--- config.mk ---
export PLATFORM = sky130hd
export DESIGN_NAME = expmul_scheduler_flat
export DESIGN_NICKNAME = d
export VERILOG_FILES = /design/src/rtl/expmul_scheduler_if.sv /design/src/rtl/expmul_scheduler.sv /design/src/flat_wrapper.sv
export SDC_FILE = /design/constraint.sdc
export NUM_CORES = 1
export LEC_CHECK = 0
export BUFFER_PORTS_ARGS = -buffer_cell sky130_fd_sc_hd__buf_2
export CORE_MARGIN = 2
export CORE_UTILIZATION = 54
export DETAILED_ROUTE_END_ITERATION = 8
export HOLD_SLACK_MARGIN = 0.12
export PLACE_DENSITY = 0.77
export SLEW_MARGIN = 40
export SYNTH_ARGS = -nofsm -noshare
export SYNTH_HDL_FRONTEND = slang
export SYNTH_SLANG_ARGS = --single-unit
--- constraint.sdc ---
create_clock -name clock -period 2.5 [get_ports clock]
set_input_delay 0.375 -clock clock [delete_from_list [all_inputs] [get_ports clock]]
set_output_delay 0.375 -clock clock [all_outputs]
set_load 0.02 [all_outputs]
--- src/rtl/expmul_scheduler_if.sv ---
// rtl/expmul_scheduler_if.sv - score-in / expmul-op-out handshake bundle for expmul_scheduler
//
// Purpose: groups the score-stage handshake, the expmul operation handshake
// and the row status outputs of expmul_scheduler into one interface.
//
// Signals:
//   score_vld_in    score stage has a valid score
//   score_in        score s_j, Q4.4 signed
//   score_rdy_out   scheduler can accept a score
//   em_vld_out      operation valid toward expmul
//   em_rdy_in       expmul ready
//   em_a_out        expmul a_in
//   em_b_out        expmul b_in
//   em_o_star_mode  1 = rescale O*, 0 = weight V
//   row_max_out     running row max m
//   key_idx_out     key in flight / next key
//   row_done        one-cycle pulse after the final WEIGHT of a row
//
// Modports: master = scheduler side, slave = score stage / expmul side.

`timescale 1ns/1ps

`ifndef MAX_SEQ_LENGTH
`define MAX_SEQ_LENGTH 64
`endif

interface expmul_scheduler_if #(
  parameter int SEQ_LEN = `MAX_SEQ_LENGTH,
  parameter int SCORE_W = 8
);
  localparam int KW = $clog2(SEQ_LEN);

  logic               score_vld_in;
  logic [SCORE_W-1:0] score_in;
  logic               score_rdy_out;
  logic               em_vld_out;
  logic               em_rdy_in;
  logic [SCORE_W-1:0] em_a_out;
  logic [SCORE_W-1:0] em_b_out;
  logic               em_o_star_mode;
  logic [SCORE_W-1:0] row_max_out;
  logic [KW-1:0]      key_idx_out;
  logic               row_done;

  modport master (
    input  score_vld_in, score_in, em_rdy_in,
    output score_rdy_out, em_vld_out, em_a_out, em_b_out, em_o_star_mode,
           row_max_out, key_idx_out, row_done
  );

  modport slave (
    output score_vld_in, score_in, em_rdy_in,
    input  score_rdy_out, em_vld_out, em_a_out, em_b_out, em_o_star_mode,
           row_max_out, key_idx_out, row_done
  );
endinterface

--- src/rtl/expmul_scheduler.sv ---
// rtl/expmul_scheduler.sv - running-max tracker and RESCALE/WEIGHT op sequencer for expmul
//
// Purpose: accepts one Q4.4 score per key of a query row, tracks the running
// row maximum m, and issues up to two expmul operations per key:
//   RESCALE  a = m_old, b = m_new, mode = 1  (only when the max grew and key != 0)
//   WEIGHT   a = s,     b = m_new, mode = 0  (always)
//
// Ports:
//   clock   sole clock, rising edge
//   reset   asynchronous, active-low
//   bus     expmul_scheduler_if.master (score handshake, expmul op handshake,
//           row_max_out, key_idx_out, row_done)

`timescale 1ns/1ps

`ifndef MAX_SEQ_LENGTH
`define MAX_SEQ_LENGTH 64
`endif

module expmul_scheduler #(
  parameter int SEQ_LEN = `MAX_SEQ_LENGTH,
  parameter int SCORE_W = 8
) (
  input  logic                clock,
  input  logic                reset,
  expmul_scheduler_if.master  bus
);

  localparam int                 KW        = $clog2(SEQ_LEN);
  localparam logic [KW-1:0]      LAST_KEY  = KW'(SEQ_LEN - 1);
  localparam logic [SCORE_W-1:0] MIN_SCORE = {1'b1, {(SCORE_W-1){1'b0}}};

  typedef enum logic [1:0] {
    ST_IDLE    = 2'd0,
    ST_RESCALE = 2'd1,
    ST_WEIGHT  = 2'd2
  } state_t;

  state_t             r_state;
  state_t             w_state_nxt;

  logic [SCORE_W-1:0] r_m;
  logic [SCORE_W-1:0] r_m_prev;
  logic [SCORE_W-1:0] r_s_reg;
  logic [KW-1:0]      r_key_idx;
  logic               r_row_done;

  logic               w_score_take;
  logic               w_weight_take;
  logic               w_last_key;
  logic               w_s_gt_m;
  logic [SCORE_W-1:0] w_m_new;

  logic               w_score_rdy;
  logic               w_em_vld;
  logic [SCORE_W-1:0] w_em_a;
  logic [SCORE_W-1:0] w_em_b;
  logic               w_em_mode;

  assign w_score_take  = (r_state == ST_IDLE) && bus.score_vld_in;
  assign w_weight_take = (r_state == ST_WEIGHT) && bus.em_rdy_in;
  assign w_last_key    = (r_key_idx == LAST_KEY);

  // Strict greater-than: an equal score leaves m unchanged, so no rescale.
  assign w_s_gt_m = $signed(bus.score_in) > $signed(r_m);
  assign w_m_new  = w_s_gt_m ? bus.score_in : r_m;

  always_ff @(posedge clock or negedge reset) begin
    if (!reset) begin
      r_state <= ST_IDLE;
    end else begin
      r_state <= w_state_nxt;
    end
  end

  // Next state plus op decode. Every output here depends only on registered
  // state, so a/b/mode stay stable for as long as expmul holds off.
  always_comb begin
    w_state_nxt = r_state;
    w_score_rdy = 1'b0;
    w_em_vld    = 1'b0;
    w_em_a      = '0;
    w_em_b      = '0;
    w_em_mode   = 1'b0;

    case (r_state)
      ST_IDLE: begin
        w_score_rdy = 1'b1;
        if (bus.score_vld_in) begin
          // exp(0) = 1 makes the rescale a no-op when the max did not grow;
          // on key 0 the accumulator is still empty.
          if ((r_key_idx != '0) && w_s_gt_m) begin
            w_state_nxt = ST_RESCALE;
          end else begin
            w_state_nxt = ST_WEIGHT;
          end
        end
      end

      ST_RESCALE: begin
        w_em_vld  = 1'b1;
        w_em_a    = r_m_prev;
        w_em_b    = r_m;
        w_em_mode = 1'b1;
        if (bus.em_rdy_in) begin
          w_state_nxt = ST_WEIGHT;
        end
      end

      ST_WEIGHT: begin
        w_em_vld  = 1'b1;
        w_em_a    = r_s_reg;
        w_em_b    = r_m;
        w_em_mode = 1'b0;
        if (bus.em_rdy_in) begin
          w_state_nxt = ST_IDLE;
        end
      end

      default: begin
        w_state_nxt = ST_IDLE;
      end
    endcase
  end

  // Score capture and row bookkeeping. Capture happens only in IDLE and the
  // row-end update only in WEIGHT, so the two writes to r_m never collide.
  always_ff @(posedge clock or negedge reset) begin
    if (!reset) begin
      r_m        <= MIN_SCORE;
      r_m_prev   <= MIN_SCORE;
      r_s_reg    <= '0;
      r_key_idx  <= '0;
      r_row_done <= 1'b0;
    end else begin
      r_row_done <= w_weight_take && w_last_key;

      if (w_score_take) begin
        r_s_reg  <= bus.score_in;
        r_m_prev <= r_m;
        r_m      <= w_m_new;
      end

      if (w_weight_take) begin
        if (w_last_key) begin
          r_key_idx <= '0;
          r_m       <= MIN_SCORE;
        end else begin
          r_key_idx <= r_key_idx + KW'(1);
        end
      end
    end
  end

  assign bus.score_rdy_out  = w_score_rdy;
  assign bus.em_vld_out     = w_em_vld;
  assign bus.em_a_out       = w_em_a;
  assign bus.em_b_out       = w_em_b;
  assign bus.em_o_star_mode = w_em_mode;
  assign bus.row_max_out    = r_m;
  assign bus.key_idx_out    = r_key_idx;
  assign bus.row_done       = r_row_done;

endmodule

--- src/flat_wrapper.sv ---
// flat-port wrapper written by rule: the top's interface ports become plain ports
module expmul_scheduler_flat 
#(
  parameter int SEQ_LEN = `MAX_SEQ_LENGTH,
  parameter int SCORE_W = 8
)
  (clock, reset, bus_score_vld_in, bus_score_in, bus_em_rdy_in, bus_score_rdy_out, bus_em_vld_out, bus_em_a_out, bus_em_b_out, bus_em_o_star_mode, bus_row_max_out, bus_key_idx_out, bus_row_done);
  expmul_scheduler_if #(.SEQ_LEN(SEQ_LEN), .SCORE_W(SCORE_W)) bus_i ();
  input  logic clock;
  input  logic reset;
  input wire logic [$bits(bus_i.score_vld_in)-1:0] bus_score_vld_in;
  input wire logic [$bits(bus_i.score_in)-1:0] bus_score_in;
  input wire logic [$bits(bus_i.em_rdy_in)-1:0] bus_em_rdy_in;
  output wire logic [$bits(bus_i.score_rdy_out)-1:0] bus_score_rdy_out;
  output wire logic [$bits(bus_i.em_vld_out)-1:0] bus_em_vld_out;
  output wire logic [$bits(bus_i.em_a_out)-1:0] bus_em_a_out;
  output wire logic [$bits(bus_i.em_b_out)-1:0] bus_em_b_out;
  output wire logic [$bits(bus_i.em_o_star_mode)-1:0] bus_em_o_star_mode;
  output wire logic [$bits(bus_i.row_max_out)-1:0] bus_row_max_out;
  output wire logic [$bits(bus_i.key_idx_out)-1:0] bus_key_idx_out;
  output wire logic [$bits(bus_i.row_done)-1:0] bus_row_done;
  assign bus_i.score_vld_in = bus_score_vld_in;
  assign bus_i.score_in = bus_score_in;
  assign bus_i.em_rdy_in = bus_em_rdy_in;
  assign bus_score_rdy_out = bus_i.score_rdy_out;
  assign bus_em_vld_out = bus_i.em_vld_out;
  assign bus_em_a_out = bus_i.em_a_out;
  assign bus_em_b_out = bus_i.em_b_out;
  assign bus_em_o_star_mode = bus_i.em_o_star_mode;
  assign bus_row_max_out = bus_i.row_max_out;
  assign bus_key_idx_out = bus_i.key_idx_out;
  assign bus_row_done = bus_i.row_done;
  expmul_scheduler #(.SEQ_LEN(SEQ_LEN), .SCORE_W(SCORE_W)) u_core (.clock(clock), .reset(reset), .bus(bus_i));
endmodule
Word-level counts from Yosys, hierarchy flattened
Index checks and enable logic that the tools add are counted.
{ "totals": {"reg_bits": 33, "inputBits": 12, "out_inout_bits": 34, "elab_cells": 37} }
{ "classes": {"add_sub_neg": 1, "order_cmp": 1, "n_eq_ne": 6, "n_mux": 15, "reduce_logical": 8} }
{ "op_table": {"columns": ["op", "count"], "rows": [
  ["8-bit two-way mux", 5],
  ["8-bit case mux with 2 select lines", 1],
  ["8-bit greater-than comparator", 1],
  ["2-bit two-way mux", 4],
  ["6-bit by 1-bit adder with 6-bit output, second input constant", 1],
  ["6-bit == test, second input constant", 1],
  ["6-bit two-way mux", 1],
  ["2-bit != test, second input constant", 3],
  ["2-bit case mux with 3 select lines", 1],
  ["6-bit nonzero test", 1],
  ["1-bit logical AND", 4],
  ["1-bit two-way mux", 3],
  ["3-bit AND reduction", 1],
  ["2-bit by 1-bit == test with 1-bit output, second input constant", 1],
  ["2-bit == test, second input constant", 1],
  ["2-bit logical NOT", 1],
  ["2-bit OR reduction", 1]
]} }

Depth between registers and ports, before layout
{ "logic_depth": {"word_depth": 5, "ltp_mapped": 9, "ltp_nobuf": 8} }

Worst setup path after synthesis
Ideal clock, no wire load.
{ "synth_path": {"path_kind": "reg2reg", "start": "reg u_core.r_m[7], in the netlist u_core.bus.row_max_out[7]", "end": "reg u_core.r_state[0]", "setup_ns": 0.103, "t_arrival_ns": 2.064, "required_time_ns": 2.397, "setup_slack_ns": 0.332, "path_stages_with_launch": 8, "period_less_slack_ns": 2.168, "path_cell_list": "dfstp_2 inv_1 ha_1 buf_6 and2_4 a221oi_4 mux2i_1 o41ai_2"} }
{ "synth_between": {"elab_chain_cells": 5} }
{ "synth_rtl": {"columns": ["element", "line", "rtl"], "rows": [
  ["from (decl)", "expmul_scheduler.sv:42", "logic [SCORE_W-1:0] r_m;"],
  ["from (signal assigned)", "expmul_scheduler.sv:141", "r_m <= w_m_new;"],
  ["8-bit greater-than comparator", "expmul_scheduler.sv:65", "assign w_s_gt_m = $signed(bus.score_in) > $signed(r_m);"],
  ["1-bit logical AND", "expmul_scheduler.sv:92", "if ((r_key_idx != '0) && w_s_gt_m) begin"],
  ["2-bit two-way mux", "expmul_scheduler.sv:92", null],
  ["2-bit two-way mux", "expmul_scheduler.sv:89", "if (bus.score_vld_in) begin"],
  ["2-bit case mux with 3 select lines", "expmul_scheduler.sv:86", "case (r_state)"],
  ["to (signal assigned)", "expmul_scheduler.sv:72", "r_state <= w_state_nxt;"],
  ["to (decl)", "expmul_scheduler.sv:39", "state_t r_state;"]
]} }
Every way passes these cells. The select of a mux whose other input is x is not followed.
A chain may end at the register's enable or synchronous reset.

Worst setup path in the final report
{ "layout_path": {"start": "reg u_core.r_m[7], in the netlist u_core.bus.row_max_out[7]", "end": "reg u_core.r_m[2], in the netlist u_core.bus.row_max_out[2]"} }
{ "layout_between": {"elab_chain_cells": 5} }
{ "layout_rtl": {"columns": ["element", "line", "rtl"], "rows": [
  ["8-bit greater-than comparator *", "expmul_scheduler.sv:65", null],
  ["8-bit two-way mux *", "expmul_scheduler.sv:66", "assign w_m_new = w_s_gt_m ? bus.score_in : r_m;"],
  ["8-bit two-way mux *", "expmul_scheduler.sv:138", "if (w_score_take) begin"],
  ["8-bit two-way mux", "expmul_scheduler.sv:145", "if (w_last_key) begin"],
  ["8-bit two-way mux *", "expmul_scheduler.sv:144", "if (w_weight_take) begin"]
]} }
Mark *: on every way between the ends. The rest lies on a longest branch, timed or not.

==> out/results.ini <==
[logic_synthesis]
synth.lib_cells_used.distinct = 40
netlist_instances = 250
synth_nets = 275
postSynthAreaPerCell_sq_um = 8.46
synthesis.area_sq_mm = 0.00212
synth_seq_area_share_pct = 39.1
synth-warning-count = 0
yosys_register_bits = 33

[floorplanning]
design.core.area_sq_mm = 0.00372
initial_core_util_pct = 56.9
placementRows = 22
ioPinCount = 46
die_area_sq_mm = 0.00443
die_height_um = 66.6
die_width_um = 66.6

[setup_path]
cp_data_required_time_ns = 2.68
cell_depth_of_the_worst_flop_to_flop_path = 7
crit_path_max_fanout = 13
worst_setup_path_end_kind = register
type_of_the_setup_path_with_the_least_slack = register to register
arrival_ns = 2.48
critical_path.endpoint = u_core.bus.row_max_out[2]
reg2reg_to = u_core.bus.row_max_out[2]
worstSetupStartpointType = register
regToRegStartpoint = u_core.bus.row_max_out[7]
startpoint = u_core.bus.row_max_out[7]
r2r_setup_slack_ns = 0.20

[clock_network]
cts_tree = yes
h-tree-depth = 2
post_cts_resize_count = 0
clk_pin_slew_worst_paths_ns = 0.07
cts-buffers-inserted = 5
cts-root-buf = clkbuf_8
holdBufCountCts = 0
cts_num_sinks = 33
clk_path_buf_depth = 2
cts_setup_buffers = 0
worstSkewPairLatency_ns = 0.29

[sta]
hold_viol = 0
timing.setup.tns_ns = 0
report.final.setup_viol = 0
final_min_period_over_clock_period_pct = 92.1
clock_skew_ns = 0.00779
min_period_ns = 2.30
timing.final.max_slew_violations = 0
relSlewSlack_pct = 49.9
max_frequency_ghz = 0.434
rsz0062_at_grt = no
tightest_slew_ns = 0.752

[drt]
final_antenna_net_count = 0
detailroute.via_count = 1955
wire_per_inst_um = 14.8
detail_route.vias_per_cell = 5.68
drt-initial-drc-count = 125
wirelength_um = 5080
drc = 0
dr.pass1.iters = 4

[finish]
layout-area-overhead-vs-synth_pct = 16.7
n_fill_cell = 342
antennaDiodeCount = 0
drive_above_1_share_pct = 22.6
layout_commonest_cell = nand2_1
mostFrequentLayoutCells = nand2_1, buf_2, dfrtp_1, o21ai_0, nand3_1
sequential_area_sq_um = 828
multiInputGateArea_sq_mm = 0.00118
final_nets = 320

[power]
finalPower_mw = 3.13
p_leak_nw = 1.27
worst_ir_drop_vdd_mv = 0.582
powerDensity_mw_per_mm2 = 1270

[grt]
vias_in_the_first_global_route = 1683
grt_use_total_pct = 25.0
grt_pass1_wl_um = 8370
largest_net_degree_at_the_start_of_global_routing = 34
grt_antenna_before_repair = 0
grt_overflow = 0

[worst_hold_path]
hp-class = input port to asynchronous set/reset pin

[run_status]
status = completed

[flow_run]
max_cap_violations = 0

[place]
final_hpwl_dp_um = 3600
numPortBuffers = 45
gpl.final_weighted_congestion = 0.884

critical path: stages, from the launching register on:
cell     delay, ns
dfstp_2       0.55
inv_1         0.07
ha_1          0.43
nand4_1       0.26
o211a_1       0.42
and3_1        0.24
o21ai_0       0.16
nand2_1       0.07
cell families (layout without fill, tap and decap cells):
group / count (synthesis) / in the layout / share of synthesized area, %
AND/OR/NAND/NOR: 122 / 122 / 28.9
buffers and inverters: 26 / 72 / 5.14
AO/OA/AOI/OAI: 52 / 52 / 17.4
multiplexers: 1 / 1 / 0.473
XOR/XNOR: 3 / 3 / 1.24
adder cells (fa/ha/maj): 13 / 13 / 7.69
flip-flops: 33 / 33 / 39.1
power breakdown:
| part | switching (mW) | internal (mW) | total, mW |
|---|---|---|---|
| clock | 0.196 | 0.192 | 0.388 |
| combinational | 1.10 | 0.675 | 1.77 |
| sequential | 0.184 | 0.781 | 0.965 |
worst min path at each step:
stage | end | slack (ns) | depth (start not counted)
after CTS | u_core.bus.row_max_out[5] | 0.17 | 1
after global placement | u_core.r_s_reg[4] | 0.46 | 2
after global routing | u_core.bus.row_max_out[5] | 0.19 | 1
final | u_core.bus.row_max_out[5] | 0.15 | 1
after detailed placement | u_core.r_s_reg[2] | 0.46 | 2
after floorplan | u_core.bus.key_idx_out[0] | 0.08 | 0
area by class of cell:
class                      instances  share of cell area, %
clock buffer                       5                   2.79
tap                               48                   2.43
inverter                          14                   2.13
multi-input combinational        191                   47.7
clock inverter                     3                  0.710
timing repair buffer              50                   10.6
sequential                        33                   33.6
Yosys cell counts (all sizes together):
| library cell | n | area share [%] |
|---|---|---|
| clkbuf | 8 | 1.4 |
| mux2i | 1 | 0.47 |
| nand2b | 2 | 0.59 |
| or4 | 1 | 0.35 |
| a31oi | 1 | 0.30 |
| nand3 | 17 | 4.0 |
| ha | 13 | 7.7 |
| nor2 | 7 | 1.4 |
| xnor2 | 1 | 0.41 |
| and2 | 11 | 3.4 |
| dfstp | 2 | 2.5 |
| buf | 4 | 1.2 |
| nand4 | 3 | 1.6 |
| and3 | 7 | 2.1 |
| xor2 | 2 | 0.83 |
| a22oi | 8 | 2.8 |
| o211ai | 3 | 1.3 |
| nand2 | 48 | 8.5 |
| a21oi | 4 | 1.1 |
| a221oi | 1 | 1.2 |
| or3 | 3 | 0.89 |
| nor4 | 1 | 0.30 |
| o21a | 1 | 0.35 |
| nor2b | 11 | 3.3 |
| inv | 14 | 2.5 |
| o41ai | 1 | 0.77 |
| o32a | 1 | 0.47 |
| o21ai | 22 | 5.2 |
| a21o | 8 | 2.8 |
| o211a | 2 | 0.95 |
| dfrtp | 31 | 37 |
| nor3 | 11 | 2.6 |
metal layers:
layer,track usage [%],routed length [um],vias up
li1,-,-,953
met1,37.1,2410,929
met2,37.6,2300,65
met3,3.21,300,8
met4,8.42,69,0
met5,0,0,-
through the flow:
stage               worst slack [ns]  area (sq um)  util, %  hold WS (ns)  std cells
floorplan                      0.332          2120        -        0.0794        250
global placement               0.372          2380     64.1         0.460        336
detailed placement             0.267          2380     64.1         0.464        336
CTS                            0.218          2470     66.4         0.170        344
global route                  0.0364          2470     66.4         0.189        344
finish                         0.198          2470     66.4         0.151        344
Note: power is estimated with default switching activity, not from simulation.
